==> src/rtl/lc3_execute.sv <==
// LC-3 execute stage: ALU/LEA/BR evaluation and NZP ownership. Result is registered one edge
// after the EXEC cycle and held until writeback takes it. dec_ready depends combinationally on wb_ready while holding.
module lc3_execute #(
    parameter int         WIDTH  = 16,
    parameter logic [2:0] CC_RST = 3'b010
) (
    input  logic             clock,
    input  logic             reset,
    input  logic             dec_valid,
    output logic             dec_ready,
    input  logic [WIDTH-1:0] instr,
    input  logic [WIDTH-1:0] pc,
    input  logic [WIDTH-1:0] sr1_val,
    input  logic [WIDTH-1:0] sr2_val,
    output logic             wb_valid,
    input  logic             wb_ready,
    output logic             wb_we,
    output logic [2:0]       wb_dr,
    output logic [WIDTH-1:0] wb_data,
    output logic             br_taken,
    output logic [WIDTH-1:0] br_target,
    output logic             illegal,
    output logic [2:0]       cc_nzp
);

    typedef enum logic [1:0] {IDLE, EXEC, HOLD} state_t;

    state_t           state;
    logic [WIDTH-1:0] instr_q;
    logic [WIDTH-1:0] pc_q;
    logic [WIDTH-1:0] sr1_q;
    logic [WIDTH-1:0] sr2_q;

    logic [3:0]       op;
    logic [WIDTH-1:0] imm5;
    logic [WIDTH-1:0] off9;
    logic [WIDTH-1:0] opnd;
    logic [WIDTH-1:0] res_data;
    logic [WIDTH-1:0] res_target;
    logic             res_we;
    logic             res_taken;
    logic             res_illegal;
    logic [2:0]       cc_wb;

    assign dec_ready = (state == IDLE) || ((state == HOLD) && wb_ready);

    always_comb begin
        op          = instr_q[15:12];
        imm5        = {{(WIDTH-5){instr_q[4]}}, instr_q[4:0]};
        off9        = {{(WIDTH-9){instr_q[8]}}, instr_q[8:0]};
        opnd        = instr_q[5] ? imm5 : sr2_q;
        res_target  = pc_q + off9;
        res_data    = '0;
        res_we      = 1'b0;
        res_taken   = 1'b0;
        res_illegal = 1'b0;
        case (op)
            4'b0001: begin
                res_data = sr1_q + opnd;
                res_we   = 1'b1;
            end
            4'b0101: begin
                res_data = sr1_q & opnd;
                res_we   = 1'b1;
            end
            4'b1001: begin
                res_data = ~sr1_q;
                res_we   = 1'b1;
            end
            4'b1110: begin
                res_data = res_target;
                res_we   = 1'b1;
            end
            // BR reads the live CC register; any preceding writer has already retired.
            4'b0000: res_taken = |(instr_q[11:9] & cc_nzp);
            default: res_illegal = 1'b1;
        endcase
    end

    always_comb begin
        cc_wb = 3'b001;
        if (wb_data[WIDTH-1]) begin
            cc_wb = 3'b100;
        end else if (wb_data == '0) begin
            cc_wb = 3'b010;
        end
    end

    always_ff @(posedge clock) begin
        if (reset) begin
            state     <= IDLE;
            wb_valid  <= 1'b0;
            wb_we     <= 1'b0;
            wb_dr     <= 3'b000;
            wb_data   <= '0;
            br_taken  <= 1'b0;
            br_target <= '0;
            illegal   <= 1'b0;
            cc_nzp    <= CC_RST;
        end else begin
            case (state)
                IDLE: begin
                    if (dec_valid && dec_ready) begin
                        instr_q <= instr;
                        pc_q    <= pc;
                        sr1_q   <= sr1_val;
                        sr2_q   <= sr2_val;
                        state   <= EXEC;
                    end
                end
                EXEC: begin
                    wb_valid  <= 1'b1;
                    wb_we     <= res_we;
                    wb_dr     <= instr_q[11:9];
                    wb_data   <= res_data;
                    br_taken  <= res_taken;
                    br_target <= res_target;
                    illegal   <= res_illegal;
                    state     <= HOLD;
                end
                HOLD: begin
                    if (wb_ready) begin
                        wb_valid <= 1'b0;
                        if (wb_we) begin
                            cc_nzp <= cc_wb;
                        end
                        if (dec_valid) begin
                            instr_q <= instr;
                            pc_q    <= pc;
                            sr1_q   <= sr1_val;
                            sr2_q   <= sr2_val;
                            state   <= EXEC;
                        end else begin
                            state <= IDLE;
                        end
                    end
                end
                default: state <= IDLE;
            endcase
        end
    end

endmodule

==> config.mk <==
export PLATFORM = sky130hd
export DESIGN_NAME = lc3_execute
export DESIGN_NICKNAME = d
export VERILOG_FILES = /design/src/rtl/lc3_execute.sv
export SDC_FILE = /design/constraint.sdc
export NUM_CORES = 1
export LEC_CHECK = 0
export BUFFER_PORTS_ARGS = -buffer_cell sky130_fd_sc_hd__buf_2
export CORE_MARGIN = 1
export CORE_UTILIZATION = 45
export DETAILED_ROUTE_END_ITERATION = 16
export GPL_TIMING_DRIVEN = 0
export PLACE_DENSITY_LB_ADDON = 0.05
export SLEW_MARGIN = 20
export SYNTH_ARGS = -nofsm -noshare
export SYNTH_HDL_FRONTEND = slang
export SYNTH_SLANG_ARGS = --single-unit
==> constraint.sdc <==
create_clock -name clock -period 8.28 [get_ports clock]
set_input_delay 0.414 -clock clock [delete_from_list [all_inputs] [get_ports clock]]
set_output_delay 0.414 -clock clock [all_outputs]
set_load 0.005 [all_outputs]
==> results by group <==
Setup path
  • WP data arrival: 3.35 ns
  • Worst-path maximum fanout: 8
  • Crit path launch type: flip-flop
  • Worst R2R Setup Slack: 5.18 ns
  • Worst Setup Path Type: flip-flop to flip-flop
  • Data required time of the worst path: 8.53 ns
  • CP Capture Type: flip-flop

Synthesis
  • Yosys warnings: 0
  • Number of synthesized flops with an enable pin: 64
  • Mapped Cells: 548
  • Sequential share of the synthesized area: 0.501
  • Yosys reg bits: 108
  • Most common cell in the netlist: edfxtp_1
  • Main synth FF type: edfxtp_1
  • Leading area contributor after synthesis: edfxtp_1
  • List of most frequent post-synthesis cells: edfxtp_1, nand2_1, o21ai_0
  • Netlist Area Pre-Place: 5590 um2
  • Synth area leaders: edfxtp_1, dfxtp_1, ha_1
  • Syn avg cell area: 10.2 um2
  • Synth top area share: 0.344
  • Ys async rst share: 0
  • Post-Syn Nets: 649
  • Post-synth cell types: 59

Final layout
  • Ant. Diodes: 0
  • Fill count: 1092
  • Util after Layout: 0.555
  • Register area: 2800 um2
  • Layout cells sized above 1: 0.226
  • Area of the multi-input gates: 2610 um2
  • Nets: 778
  • Final Instance Area: 6700 um2
  • Synth-to-Final Area Change: 19.8%

STA
  • Clock Skews: 0.00913 ns
  • Actual slew at the worst max-slew pin: 0.784 ns
  • Final min period: 3.10 ns
  • Max Clock Freq: 323 MHz
  • Setup TNS Final: 0 ns
  • RSZ-0062 raised after global routing: no
  • Fin crit share: 0.374
  • Final Hold Fails: 0
  • Setup violations, final: 0
  • Relative slew margins: 0.473
  • Final max-slew violation count: 0

Floorplan
  • Row count: 40
  • Die Height: 113 um
  • Die area: 12900 um2
  • Starting Density: 0.464
  • IO Count: 111
  • Die width: 113 um
  • CORE AREA: 12100 um2

Power
  • Combinational power share: 0.156
  • Leakage: 0.00273 uW
  • Total power: 1220 uW
  • Clk pwr share: 0.350
  • Seq pwr share: 0.495
  • Sw Ratio: 0.262
  • Power per Cell Area: 183 nW/um2
  • NetSw: 320 uW
  • Internal power: 903 uW
  • Peak VDD IR: 150 uV

Global route
  • Global route overflow: 0
  • First-pass GRT wire length: 22.8 mm
  • Number of global-route vias before repair: 4490
  • Largest net degree at the start of global routing: 18
  • Total track usage: 0.232
  • Initial antenna violation count: 0

Clock network
  • Root buf cell: clkbuf_16
  • H-tree Lvls: 3
  • Clock sink count: 108
  • Clk buf depth: 2
  • CTS tree: yes
  • Total CTS buffers: 9
  • Setup bufs post-CTS: 0
  • Clock latency at the later pin of the worst-skew pair: 0.36 ns
  • Clock transition at path regs: 0.07 ns
  • # resized after CTS: 0
  • Cts hold-fix bufs: 0

Hold path
  • Hold crit path type: input port to flip-flop

Run status
  • Status: finished, final reports clean

Placement
  • Final Wtd Congestion: 0.863
  • Post-detail-place hpwl: 11.0 mm
  • # port buffers: 109
  • Area post-placement: 6400 um2

Routing
  • Vias/cell: 5.38
  • Routed wire per std cell: 16.5 um
  • Total number of vias: 4571
  • Initial DRC count: 281
  • Post-route ant nets: 0
  • First-pass iteration count of the detailed router: 5
  • Drt drc: 0
  • DRT Wirelength: 14.0 mm

Run
  • Number of max-cap violations: 0
[layout make-up]
| type | instances | area share |
|---|---|---|
| buffer | 24 | 0.0177 |
| multi-input combinational | 397 | 0.389 |
| clock buffer | 12 | 0.0400 |
| tap | 168 | 0.0314 |
| clock inverter | 4 | 0.00467 |
| sequential | 108 | 0.418 |
| inverter | 19 | 0.0106 |
| timing repair buffer | 118 | 0.0882 |
[path summary, 6_finish.rpt]
path / cells after the start / end / start
hold / removal: 1 / instr_q[7]$_DFFE_PP_ / instr[7]
setup reg to reg: 10 / wb_data[11]$_SDFFE_PP0P_ / instr_q[5]$_DFFE_PP_
setup / recovery: 10 / wb_data[11]$_SDFFE_PP0P_ / instr_q[5]$_DFFE_PP_
hold reg to reg: 2 / br_target[4]$_SDFFE_PP0P_ / br_target[4]$_SDFFE_PP0P_
[metrics by stage]
step	hold slack, ns	std cells	worst slack (ns)
finish	0.225	850	5.18
CTS	0.217	850	5.18
global placement	0.439	825	-2.42
global route	0.208	850	4.89
detailed placement	0.447	834	5.17
floorplan	0.452	548	0.195
[worst max-delay path, stage by stage (launching register included)]
cell and delay, ns:
edfxtp_1 0.37, clkbuf_1 0.34, mux2_2 0.39, ha_1 0.36, o211ai_1 0.11, o21ai_0 0.47
nor2_1 0.16, o31ai_1 0.30, xor2_1 0.12, a221oi_1 0.29, nand2_1 0.08
[kinds of logic (layout without fill, tap and decap cells)]
kind of cell / count (synthesis) / count (layout) / share of synthesized area
buf+inv: 43 / 177 / 0.0340
fa+ha+maj: 33 / 33 / 0.0765
flops: 108 / 108 / 0.501
mux: 6 / 6 / 0.0114
simple gates: 161 / 161 / 0.131
compound gates: 170 / 170 / 0.204
xor+xnor: 27 / 27 / 0.0423
[sequential cells by signal, summed over array words and instances (netlist names)]
name and count:
wb_data 16, pc_q 16, sr2_q 16, br_taken 1
wb_dr 3, wb_we 1, cc_nzp 3, state 2
br_target 16, instr_q 16, wb_valid 1, illegal 1
sr1_q 16
[power by group through the flow]
| stage | Combinational (uW) | Sequential, uW | Clock, uW |
|---|---|---|---|
| after CTS | 190 | 605 | 437 |
| after floorplan | 124 | 617 | 0 |
| after global placement | 182 | 621 | 0 |
| final | 190 | 605 | 428 |
| after detailed placement | 189 | 617 | 0 |
| after global routing | 211 | 607 | 458 |
[routing by layer]
layer | up-vias | global-route usage | part of all wire
met2 | 122 | 0.386 | 0.48
met1 | 2149 | 0.293 | 0.46
met5 | - | 0 | 0
met4 | 0 | 0.0728 | 0.017
li1 | 2283 | - | -
met3 | 17 | 0.0638 | 0.050
[cell usage in the layout (no fill, tap or decap), types with 3 or more instances in the layout]
cell type	synthesis	routed
nor2b_1	7	7
edfxtp_1	64	64
o221ai_1	4	4
clkinv_4	0	3
xor2_1	14	14
nor3_1	12	12
mux2_2	3	3
o21ai_0	46	46
nor2_1	44	44
mux2i_1	3	3
a21o_1	9	9
a221o_1	4	4
xnor2_1	13	13
nand2b_1	5	5
o211ai_1	3	3
a22oi_1	6	6
o22ai_1	6	6
buf_4	3	3
o21ai_1	3	3
a21oi_1	43	43
nor4_1	5	5
a211oi_1	7	7
clkbuf_1	17	18
a221oi_1	6	6
dfxtp_1	44	44
o21a_1	10	10
buf_2	2	120
nand3_1	11	11
nand2_1	62	62
a2111oi_0	3	3
inv_1	19	19
ha_1	31	31
clkbuf_16	0	10
(Power assumes the default switching activity.)
